`src/rtl/shell_cmd_parser_if.sv`:
```
// shell_cmd_parser_if: byte streams to/from the UART and the parsed command handed to the dispatcher.
interface shell_cmd_parser_if;
    logic        i_rx_dv;
    logic [7:0]  i_rx_byte;
    logic        o_tx_dv;
    logic [7:0]  o_tx_byte;
    logic        i_tx_active;
    logic        o_busy;
    logic        o_cmd_valid;
    logic        o_cmd_err;
    logic [7:0]  o_cmd;
    logic [1:0]  o_argc;
    logic [15:0] o_arg0;
    logic [15:0] o_arg1;
    modport master (
        output i_rx_dv, i_rx_byte, i_tx_active,
        input  o_tx_dv, o_tx_byte, o_busy, o_cmd_valid, o_cmd_err, o_cmd, o_argc, o_arg0, o_arg1
    );
    modport slave (
        input  i_rx_dv, i_rx_byte, i_tx_active,
        output o_tx_dv, o_tx_byte, o_busy, o_cmd_valid, o_cmd_err, o_cmd, o_argc, o_arg0, o_arg1
    );
endinterface

```
`src/rtl/shell_cmd_parser.sv`:
```
// shell_cmd_parser: assembles an echoed, editable input line and parses it into a command letter
// plus up to two hex arguments, one buffer character per cycle.
module shell_cmd_parser #(
    parameter int MAX_LEN    = 10,
    parameter int ARG_DIGITS = 4
) (
    input  logic               CLK,
    input  logic               RST,
    shell_cmd_parser_if.slave  io_bus
);
    localparam int LW = $clog2(MAX_LEN + 1);
    localparam int DW = $clog2(ARG_DIGITS + 1);
    typedef enum logic [1:0] {COLLECT, PARSE, EMIT} state_t;
    typedef enum logic [1:0] {P_CMD, P_SEP, P_GAP, P_ARG} phase_t;
    state_t        r_state;
    phase_t        r_ph;
    logic [7:0]    r_buf [MAX_LEN];
    logic [LW-1:0] r_len, r_idx;
    logic          r_ovf, r_err, r_have, r_pend;
    logic [7:0]    r_pend_byte, r_cmd_tmp, r_cmd;
    logic [DW-1:0] r_ndig;
    logic [1:0]    r_ntok, r_argc;
    logic [15:0]   r_a0, r_a1, r_arg0, r_arg1;
    logic          r_cmd_valid, r_cmd_err;
    logic [7:0]    w_b, w_c, w_lc;
    logic [3:0]    w_nib;
    logic          w_rx, w_is_bs, w_is_prt, w_echo_bs, w_echo_chr, w_send;
    logic          w_sp, w_letter, w_digit, w_hex, w_last, w_ok;
    logic          w_perr, w_start, w_shift;
    phase_t        w_ph_n;
    assign w_b        = io_bus.i_rx_byte;
    assign w_rx       = r_state == COLLECT && io_bus.i_rx_dv;
    assign w_is_bs    = w_b == 8'h08 || w_b == 8'h7F;
    assign w_is_prt   = w_b >= 8'h20 && w_b <= 8'h7E;
    assign w_echo_bs  = w_rx && w_is_bs && r_len != '0;
    assign w_echo_chr = w_rx && w_is_prt && r_len < LW'(MAX_LEN);
    assign w_send     = r_pend && !io_bus.i_tx_active;
    // Setting bit 5 folds 'A'..'Z' onto 'a'..'z' without moving any other char into that range.
    assign w_c      = r_buf[r_idx];
    assign w_lc     = w_c | 8'h20;
    assign w_sp     = w_c == 8'h20;
    assign w_letter = w_lc >= "a" && w_lc <= "z";
    assign w_digit  = w_c >= "0" && w_c <= "9";
    assign w_hex    = w_digit || (w_lc >= "a" && w_lc <= "f");
    assign w_nib    = w_digit ? w_c[3:0] : w_lc[3:0] + 4'd9;
    assign w_last   = r_idx == r_len - LW'(1);
    assign w_ok     = !r_ovf && !r_err && r_have;
    always_comb begin
        w_ph_n  = r_ph;
        w_perr  = 1'b0;
        w_start = 1'b0;
        w_shift = 1'b0;
        case (r_ph)
            P_CMD: if (!w_sp) begin
                w_perr = !w_letter;
                w_ph_n = P_SEP;
            end
            P_SEP: begin
                w_perr = !w_sp;
                w_ph_n = P_GAP;
            end
            P_GAP: if (!w_sp) begin
                w_perr  = !w_hex || r_ntok == 2'd2;
                w_start = 1'b1;
                w_ph_n  = P_ARG;
            end
            default: if (w_sp) w_ph_n = P_GAP;
            else begin
                w_perr  = !w_hex || r_ndig == DW'(ARG_DIGITS);
                w_shift = 1'b1;
            end
        endcase
    end
    always_ff @(posedge CLK) if (w_echo_chr) r_buf[r_len] <= w_b;
    always_ff @(posedge CLK or posedge RST) begin
        if (RST) begin
            r_state     <= COLLECT;
            r_ph        <= P_CMD;
            r_len       <= '0;
            r_idx       <= '0;
            r_ovf       <= 1'b0;
            r_err       <= 1'b0;
            r_have      <= 1'b0;
            r_pend      <= 1'b0;
            r_pend_byte <= '0;
            r_cmd_tmp   <= '0;
            r_ndig      <= '0;
            r_ntok      <= '0;
            r_a0        <= '0;
            r_a1        <= '0;
            r_cmd_valid <= 1'b0;
            r_cmd_err   <= 1'b0;
            r_cmd       <= '0;
            r_argc      <= '0;
            r_arg0      <= '0;
            r_arg1      <= '0;
        end else begin
            r_cmd_valid <= 1'b0;
            r_cmd_err   <= 1'b0;
            if (w_echo_bs || w_echo_chr) begin
                r_pend      <= 1'b1;
                r_pend_byte <= w_echo_bs ? 8'h08 : w_b;
            end else if (w_send) r_pend <= 1'b0;
            case (r_state)
                COLLECT: if (io_bus.i_rx_dv) begin
                    if (w_b == 8'h0D) begin
                        r_state <= r_len == '0 ? EMIT : PARSE;
                        r_idx   <= '0;
                        r_ph    <= P_CMD;
                        r_err   <= 1'b0;
                        r_have  <= 1'b0;
                        r_ntok  <= '0;
                        r_ndig  <= '0;
                        r_a0    <= '0;
                        r_a1    <= '0;
                    end else if (w_echo_bs) r_len <= r_len - LW'(1);
                    else if (w_echo_chr) r_len <= r_len + LW'(1);
                    else if (w_is_prt) r_ovf <= 1'b1;
                end
                PARSE: begin
                    r_idx <= r_idx + LW'(1);
                    r_ph  <= w_ph_n;
                    r_err <= r_err | w_perr;
                    if (r_ph == P_CMD && !w_sp) begin
                        r_have    <= 1'b1;
                        r_cmd_tmp <= w_lc;
                    end
                    if (w_start) begin
                        r_ntok <= r_ntok + 2'd1;
                        r_ndig <= DW'(1);
                        if (r_ntok == 2'd0) r_a0 <= {12'd0, w_nib};
                        else r_a1 <= {12'd0, w_nib};
                    end
                    if (w_shift) begin
                        r_ndig <= r_ndig + DW'(1);
                        if (r_ntok == 2'd1) r_a0 <= {r_a0[11:0], w_nib};
                        else r_a1 <= {r_a1[11:0], w_nib};
                    end
                    if (w_last) r_state <= EMIT;
                end
                default: begin
                    r_cmd_err   <= r_ovf | r_err;
                    r_cmd_valid <= w_ok;
                    if (w_ok) begin
                        r_cmd  <= r_cmd_tmp;
                        r_argc <= r_ntok;
                        r_arg0 <= r_a0;
                        r_arg1 <= r_a1;
                    end
                    r_len   <= '0;
                    r_ovf   <= 1'b0;
                    r_state <= COLLECT;
                end
            endcase
        end
    end
    assign io_bus.o_tx_dv     = w_send;
    assign io_bus.o_tx_byte   = r_pend_byte;
    assign io_bus.o_busy      = r_state != COLLECT;
    assign io_bus.o_cmd_valid = r_cmd_valid;
    assign io_bus.o_cmd_err   = r_cmd_err;
    assign io_bus.o_cmd       = r_cmd;
    assign io_bus.o_argc      = r_argc;
    assign io_bus.o_arg0      = r_arg0;
    assign io_bus.o_arg1      = r_arg1;
endmodule

```
`src/flat_wrapper.sv`:
```
// flat-port wrapper written by rule: the top's interface ports become plain ports
module shell_cmd_parser_flat 
#(
    parameter int MAX_LEN    = 10,
    parameter int ARG_DIGITS = 4
)
  (CLK, RST, io_bus_i_rx_dv, io_bus_i_rx_byte, io_bus_i_tx_active, io_bus_o_tx_dv, io_bus_o_tx_byte, io_bus_o_busy, io_bus_o_cmd_valid, io_bus_o_cmd_err, io_bus_o_cmd, io_bus_o_argc, io_bus_o_arg0, io_bus_o_arg1);
  shell_cmd_parser_if io_bus_i ();
  input  logic CLK;
  input  logic RST;
  input wire logic [$bits(io_bus_i.i_rx_dv)-1:0] io_bus_i_rx_dv;
  input wire logic [$bits(io_bus_i.i_rx_byte)-1:0] io_bus_i_rx_byte;
  input wire logic [$bits(io_bus_i.i_tx_active)-1:0] io_bus_i_tx_active;
  output wire logic [$bits(io_bus_i.o_tx_dv)-1:0] io_bus_o_tx_dv;
  output wire logic [$bits(io_bus_i.o_tx_byte)-1:0] io_bus_o_tx_byte;
  output wire logic [$bits(io_bus_i.o_busy)-1:0] io_bus_o_busy;
  output wire logic [$bits(io_bus_i.o_cmd_valid)-1:0] io_bus_o_cmd_valid;
  output wire logic [$bits(io_bus_i.o_cmd_err)-1:0] io_bus_o_cmd_err;
  output wire logic [$bits(io_bus_i.o_cmd)-1:0] io_bus_o_cmd;
  output wire logic [$bits(io_bus_i.o_argc)-1:0] io_bus_o_argc;
  output wire logic [$bits(io_bus_i.o_arg0)-1:0] io_bus_o_arg0;
  output wire logic [$bits(io_bus_i.o_arg1)-1:0] io_bus_o_arg1;
  assign io_bus_i.i_rx_dv = io_bus_i_rx_dv;
  assign io_bus_i.i_rx_byte = io_bus_i_rx_byte;
  assign io_bus_i.i_tx_active = io_bus_i_tx_active;
  assign io_bus_o_tx_dv = io_bus_i.o_tx_dv;
  assign io_bus_o_tx_byte = io_bus_i.o_tx_byte;
  assign io_bus_o_busy = io_bus_i.o_busy;
  assign io_bus_o_cmd_valid = io_bus_i.o_cmd_valid;
  assign io_bus_o_cmd_err = io_bus_i.o_cmd_err;
  assign io_bus_o_cmd = io_bus_i.o_cmd;
  assign io_bus_o_argc = io_bus_i.o_argc;
  assign io_bus_o_arg0 = io_bus_i.o_arg0;
  assign io_bus_o_arg1 = io_bus_i.o_arg1;
  shell_cmd_parser #(.MAX_LEN(MAX_LEN), .ARG_DIGITS(ARG_DIGITS)) u_core (.CLK(CLK), .RST(RST), .io_bus(io_bus_i));
endmodule
```
`config.mk`:
```
export PLATFORM = sky130hd
export DESIGN_NAME = shell_cmd_parser_flat
export DESIGN_NICKNAME = d
export VERILOG_FILES = /design/src/rtl/shell_cmd_parser_if.sv /design/src/rtl/shell_cmd_parser.sv /design/src/flat_wrapper.sv
export SDC_FILE = /design/constraint.sdc
export NUM_CORES = 1
export LEC_CHECK = 0
export CORE_MARGIN = 3
export CORE_UTILIZATION = 45
export CTS_BUF_LIST = sky130_fd_sc_hd__clkbuf_16
export CTS_CLUSTER_DIAMETER = 100
export DETAILED_ROUTE_END_ITERATION = 10
export GPL_TIMING_DRIVEN = 0
export SLEW_MARGIN = 25
export SYNTH_ARGS = -nofsm -noshare
export SYNTH_HDL_FRONTEND = slang
export SYNTH_SLANG_ARGS = --single-unit
```
`constraint.sdc`:
```
create_clock -name CLK -period 6.9 [get_ports CLK]
set_input_delay 1.035 -clock CLK [delete_from_list [all_inputs] [get_ports CLK]]
set_output_delay 1.035 -clock CLK [all_outputs]
set_load 0.005 [all_outputs]
```
==> flow_summary.yaml, run 1 <==
layout:
  syn_to_final_growth_pct: 18.5
  fin_util: 0.545
  final_area_mm2: 0.00986
  layout-drive-gt1-share: 0.201
  num_antenna_cells: 0
  nets: 695
worst_setup_path:
  end_kind: "register"
  worstSetupPathType: "register to register"
  ff2ff_setup_slack_ns: 2.88
  reg2regPathDepth: 17
  start_kind: "register"
  path_max_fanout: 10
  required_ns: 7.26
  arrival_ns: 4.38
grt:
  grt_use_total: 0.183
  gr-total-overflow: 0
  grt_max_degree: 64
  grt_pass1_wl_mm: 28.7
  antenna_found_initial: 0
  grt_pass1_vias: 5226
power:
  ir_drop_mv: 0.206
  combPwrFrac: 0.357
  p_sw_frac: 0.359
  power_frac_clock: 0.254
  p_int_w: 0.00239
  power.density_mw_per_mm2: 377
  p_leak_nw: 4.17
  p_switching_w: 0.00134
  power.share.sequential: 0.388
synthesis:
  synth_seq_area_share: 0.628
  syn_area_mm2: 0.00832
  synth_edf_count: 80
  synth_ff_type: "dfrtp_1"
  ys_seq_elements: 193
  avgSynthCellArea_um2: 14.3
  synth_warnings: 0
  synth_cell_types: 65
  async_flop_share: 0.585
  syn_nets: 610
  syn_inst: 580
placement:
  placed_cell_area_mm2: 0.00930
  place_congestion: 0.823
  portBuffers: 65
  dpl.hpwl_mm: 12.3
cts:
  clock-root-buffer: "clkbuf_16"
  clk_latency_ns: 0.43
  hold_buffers: 0
  clockBufferDepth: 2
  post_cts_buffers: 0
  clk_pin_slew_ns: 0.08
  cts_buffers: 17
  cts_tree: "done"
  clkSinkCount: 193
  h-tree-depth: 4
  cts_resized: 0
route:
  viasPerCell: 5.45
  via_count: 4941
  drt_iter0_drc: 297
  wl_per_cell_um: 19.3
  wirelength_mm: 17.5
  drtAntennaViolNets: 0
  first_pass_iters: 4
  route.detailed.drc: 0
flow_run:
  maxCapViolations: 0
sta:
  period_minus_slack_ns: 4.02
  rsz0062_at_grt: "no"
  finClkSkew_ns: 0.0119
  setup_viol: 0
  tightest_slew_ns: 1.00
  tns_ns: 0
  post-route-period-util: 0.583
  maxSlewHeadroom: 0.325
  hold_viol: 0
  fmax_mhz: 249
  slew_viol_final: 0
  holdWs_ns: 0.484
floorplan:
  die_width_um: 142
  io_pins: 66
  coreArea_mm2: 0.0181
  initial_utilization: 0.460
  dieArea_mm2: 0.0202
  die_y_um: 142
  num_rows: 49
hold_path:
  min_path_type: "register to register"
  holdPathStages: 2
run_status:
  status: "finished, final reports clean"
==> critical path, cell delays in order (launching register included) <==
cell	delay (ns)
dfrtp_1	0.40
buf_6	0.15
buf_12	0.15
buf_8	0.15
buf_6	0.15
mux2i_1	0.13
a22oi_1	0.22
o221ai_1	0.18
o21ai_0	0.81
inv_1	0.22
ha_1	0.27
inv_1	0.10
nor4_4	0.08
a21oi_2	0.25
nand2_2	0.13
nor2_2	0.21
buf_4	0.22
a22o_1	0.14
==> cells in the final DEF (no fill, tap or decap), drive strengths merged, types with 3 or more instances in the layout <==
master,count
and3,13
buf,15
inv,29
and2,4
edfxtp,80
o21ai,15
nand2b,5
a22oi,4
clkbuf,28
nand2,38
a21oi,15
nor2,20
clkinv,3
o31ai,12
nand3,9
nor2b,6
a31oi,3
nand4,3
a22o,35
a21o,3
mux2,70
dfrtp,113
a311oi,3
o22ai,7
ha,18
xor2,8
nor3,5
mux2i,16
clkdlybuf4s50,65
xnor2,5
==> per-stage QoR <==
step	total power, W	setup WS [ns]	cells
after detailed placement	0.00280	2.65	875
after floorplan	0.00239	2.88	580
after CTS	0.00375	2.93	907
final	0.00372	2.88	907
after global placement	0.00277	1.40	874
after global routing	0.00394	2.69	907
==> power groups by stage <==
stage	Combinational (W)	Clock [W]	Sequential [W]
final	0.00133	0.000945	0.00145
after global routing	0.00146	0.00102	0.00147
after CTS	0.00134	0.000963	0.00145
after detailed placement	0.00133	0	0.00147
after global placement	0.00130	0	0.00146
after floorplan	0.000949	0	0.00144
==> worst paths after layout <==
kind | from | endpoint
max in group asynchronous | RST | u_core.io_bus.o_arg0[0]$_DFFE_PP0P_
min reg2reg | u_core.r_pend$_DFFE_PP0P_ | u_core.r_pend$_DFFE_PP0P_
max | u_core.r_idx[0]$_DFFE_PP0P_ | u_core.r_a0[15]$_DFFE_PP0P_
max reg2reg | u_core.r_idx[0]$_DFFE_PP0P_ | u_core.r_a0[15]$_DFFE_PP0P_
min in group asynchronous | RST | u_core.r_pend$_DFFE_PP0P_
min | u_core.r_pend$_DFFE_PP0P_ | u_core.r_pend$_DFFE_PP0P_
==> logic make-up after synthesis <==
kind of cell | after synthesis | share of synthesized area
flip-flops | 193 | 0.628
AO/OA/AOI/OAI | 114 | 0.109
AND/OR/NAND/NOR | 110 | 0.0701
multiplexers | 88 | 0.123
buffers and inverters | 44 | 0.0289
adder cells (fa/ha/maj) | 18 | 0.0271
XOR/XNOR | 13 | 0.0137
==> final cells by class <==
cell class                      instances  area [um2]
Fill cell                            1466        8220
Inverter                               19        76.3
Clock inverter                         15         141
Sequential cell                       193        5230
Tap cell                              229         287
Buffer                                 25         169
Clock buffer                           17         425
Multi-Input combinational cell        343        2860
Timing Repair Buffer                   66         678
==> layer usage <==
layer / vias to the layer above / share of wire / track usage
met1: 2491 / 0.46 / 0.253
met3: 24 / 0.037 / 0.0410
met5: - / 0 / 0
met2: 94 / 0.49 / 0.296
li1: 2332 / - / -
met4: 0 / 0.013 / 0.0495
==> synthesized netlist by cell type, types with 2 or more instances <==
cell	n	share of area
dfrtp_1	113	0.34
edfxtp_1	80	0.29
mux2_2	58	0.078
nand2_1	36	0.016
a22o_1	35	0.037
inv_1	19	0.0086
ha_1	18	0.027
nor2_1	18	0.0081
mux2i_1	16	0.019
a21oi_1	14	0.0084
and3_1	13	0.0098
clkbuf_1	11	0.0050
o21ai_0	10	0.0060
mux2_4	8	0.014
xor2_1	8	0.0084
nand3_1	7	0.0042
nor2b_1	6	0.0045
o22ai_1	6	0.0045
o31ai_1	6	0.0054
o31ai_2	6	0.0090
nand2b_1	5	0.0038
nor3_1	5	0.0030
xnor2_1	5	0.0053
a22oi_1	4	0.0036
buf_4	4	0.0036
buf_6	4	0.0054
mux2_1	4	0.0054
a21o_1	3	0.0027
a311oi_1	3	0.0032
a31oi_1	3	0.0023
and2_1	3	0.0023
nand4_1	3	0.0023
o21ai_1	3	0.0018
a32o_1	2	0.0024
a41oi_1	2	0.0021
buf_1	2	0.00090
buf_2	2	0.0012
mux4_2	2	0.0054
nor2_2	2	0.0015
nor3b_1	2	0.0018
o21ai_2	2	0.0021
o21bai_1	2	0.0018
o221ai_1	2	0.0021
or2_2	2	0.0015
==> registers in the layout, indices dropped and copies added (netlist names), 4 cells and up <==
register,flops
u_core.r_cmd_tmp,8
u_core.r_len,4
u_core.r_a1,16
u_core.r_a0,16
u_core.io_bus.o_arg0,16
u_core.io_bus.o_cmd,8
u_core.r_buf,80
u_core.io_bus.o_arg1,16
u_core.r_idx,4
u_core.io_bus.o_tx_byte,8
Note: power is estimated with default switching activity, not from simulation.
==> run 2, diff against run 1 <==
--- a/config.mk
+++ b/config.mk
@@ -11,6 +11,7 @@
 export CTS_CLUSTER_DIAMETER = 100
 export DETAILED_ROUTE_END_ITERATION = 10
 export GPL_TIMING_DRIVEN = 0
+export PLACE_DENSITY = 0.67
 export SLEW_MARGIN = 25
 export SYNTH_ARGS = -nofsm -noshare
 export SYNTH_HDL_FRONTEND = slang
==> constraint.sdc (replaced) <==
create_clock -name CLK -period 3.45 [get_ports CLK]
set_input_delay 0.5175 -clock CLK [delete_from_list [all_inputs] [get_ports CLK]]
set_output_delay 0.5175 -clock CLK [all_outputs]
set_load 0.005 [all_outputs]
==> run 2 against run 1 <==
  * Combinational power is 110% higher
  * Critical path type unchanged
  * Clock power grew 110%
  * Clock skew is essentially flat
  * Cell count is 1.1% higher
  * Wire length is 0.86% higher
  * Sequential share of layout area down 1.0 points
  * Register-to-register slack got worse by 2.8 ns
  * Setup slack got worse by 2.8 ns
  * Via count increased by 3.2%
  * Count of clock-buffer cells in the layout stayed put
==> flow_summary.yaml, run 2 (synthesis gave the netlist of run 1 again) <==
run_status:
  status: "finished, final reports clean"
floorplan:
  coreArea_mm2: 0.0181
  num_rows: 49
  io_pins: 66
  die_y_um: 142
  die_width_um: 142
  dieArea_mm2: 0.0202
  initial_utilization: 0.460
sta:
  fmax_mhz: 299
  period_minus_slack_ns: 3.34
  maxSlewHeadroom: 0.391
  slew_viol_final: 0
  post-route-period-util: 0.968
  setup_viol: 0
  tightest_slew_ns: 0.911
  holdWs_ns: 0.469
  hold_viol: 0
  finClkSkew_ns: 0.0121
cts:
  clkSinkCount: 193
  cts_tree: "done"
  h-tree-depth: 4
  clk_latency_ns: 0.43
  hold_buffers: 0
  clk_pin_slew_ns: 0.07
  clockBufferDepth: 2
  cts_buffers: 17
  clock-root-buffer: "clkbuf_16"
layout:
  most-common-layout-cells: "dfrtp_1 (113), edfxtp_1 (80), clkdlybuf4s50_1 (65)"
  num_antenna_cells: 0
  final_cells: 917
  syn_to_final_growth_pct: 20.9
  layout-drive-gt1-share: 0.221
  nets: 705
  largest_reg_flops: 80
  fill_cells: 1432
  final_common_cell: "dfrtp_1"
  largest-register: "u_core.r_buf"
worst_setup_path:
  r2r-start: "u_core.r_idx[0]$_DFFE_PP0P_"
  reg2regPathDepth: 17
  cp.buffers_inverters: 8
  required_ns: 3.76
  max_stage_delay_ns: 0.40
  path_common_cell: "buf_6"
  ff2ff_setup_slack_ns: 0.11
  timing.rr.end: "u_core.r_a0[8]$_DFFE_PP0P_"
  cp.depth: 17
  path_delay_family: "compound AO/OA/AOI/OAI gates"
  arrival_ns: 3.65
  end_kind: "register"
  worstSetupPathType: "register to register"
  path_max_fanout: 10
  slowest_stage: "dfrtp_1"
  crit_chain: "buf_6, buf_12, buf_8, buf_6, mux2i_2, a22oi_2, o221ai_2, o21ai_2, inv_2, ha_1, inv_1, nor4_4, buf_4, a21oi_1, o21ai_4, buf_6, a22o_1"
  start_kind: "register"
grt:
  grt_use_total: 0.180
  grt_max_degree: 35
  gr-total-overflow: 0
  grt_pass1_wl_mm: 28.1
  grt_pass1_vias: 5161
  antenna_found_initial: 0
placement:
  portBuffers: 65
  placedCellCount: 877
  dpl.hpwl_mm: 12.1
  place_congestion: 0.810
route:
  met1_length_mm: 7.77
  wl_per_cell_um: 19.2
  via_count: 5098
  route.detailed.drc: 0
  drtAntennaViolNets: 0
  highest-signal-layer: "met4"
  drt_iter0_drc: 363
  first_pass_iters: 5
  wirelength_mm: 17.6
  wl_met2_mm: 8.82
  wl_met3_um: 823
  viasPerCell: 5.56
power:
  power.density_mw_per_mm2: 770
  p_leak_nw: 4.25
  ir_drop_mv: 0.405
flow_run:
  maxCapViolations: 0
hold_path:
  min_path_type: "input pin to async pin"
-- run 2: final cells by class --
| class | instances | area (um2) | share of cell area |
|---|---|---|---|
| Clock buffer | 17 | 425 | 0.0423 |
| Buffer | 25 | 173 | 0.0172 |
| Tap cell | 229 | 287 | 0.0285 |
| Multi-Input combinational cell | 343 | 2920 | 0.290 |
| Sequential cell | 193 | 5230 | 0.520 |
| Clock inverter | 15 | 181 | 0.0180 |
| Inverter | 19 | 75.1 | 0.00746 |
| Timing Repair Buffer | 76 | 771 | 0.0766 |
-- run 2: what timing repair did --
| item | 4_1_cts | 5_1_grt |
|---|---|---|
| endpoints found under the setup margin | 49 | 42 |
| buffers inserted | 0 | 8 |
| gates resized for setup | 3 | 12 |
| pin swaps | 1 | 6 |
-- run 2: worst reg2reg max path: stages, from the launching register on --
cell      delay [ns]
dfrtp_1         0.40
buf_6           0.15
buf_12          0.15
buf_8           0.15
buf_6           0.16
mux2i_2         0.15
a22oi_2         0.17
o221ai_2        0.14
o21ai_2         0.31
inv_2           0.08
ha_1            0.20
inv_1           0.09
nor4_4          0.05
buf_4           0.19
a21oi_1         0.27
o21ai_4         0.14
buf_6           0.19
a22o_1          0.23
-- run 2: worst max path at each step --
stage / slack (ns) / endpoint / start
after global routing: -0.06 / u_core.r_a0[4]$_DFFE_PP0P_ / u_core.r_idx[0]$_DFFE_PP0P_
after CTS: 0.03 / u_core.r_a0[8]$_DFFE_PP0P_ / u_core.r_idx[0]$_DFFE_PP0P_
after floorplan: 0.36 / u_core.r_cmd_tmp[0]$_DFFE_PP0P_ / u_core.r_idx[0]$_DFFE_PP0P_
final: 0.11 / u_core.r_a0[8]$_DFFE_PP0P_ / u_core.r_idx[0]$_DFFE_PP0P_
after detailed placement: -0.40 / u_core.r_a0[8]$_DFFE_PP0P_ / u_core.r_idx[0]$_DFFE_PP0P_
after global placement: -0.30 / u_core.r_a1[4]$_DFFE_PP0P_ / u_core.r_idx[0]$_DFFE_PP0P_
-- run 2: metal layers --
metal	vias up	global-route usage
met2	151	0.297
met4	0	0.0601
met5	-	0
met1	2587	0.243
met3	17	0.0323
li1	2343	-
-- run 2: report_power, final --
part | leakage (nW) | internal, W | total (W) | switching, W
Sequential | 2.23 | 0.00269 | 0.00290 | 0.000211
Clock | 0.303 | 0.00109 | 0.00200 | 0.000911
Combinational | 1.72 | 0.00124 | 0.00284 | 0.00160
Total | 4.25 | 0.00502 | 0.00775 | 0.00272
-- run 2: per-stage QoR --
stage	total power (W)	TNS [ns]	util	area, um2	worst slack (ns)
2_1_floorplan	0.00478	0	-	8330	0.361
3_3_place_gp	0.00551	-18.38	0.512	9260	-0.300
3_5_place_dp	0.00559	-26.48	0.515	9320	-0.398
4_1_cts	0.00763	0	0.549	9940	0.0313
5_1_grt	0.00816	-0.454	0.556	10100	-0.0590
6_report	0.00775	0	0.556	10100	0.111
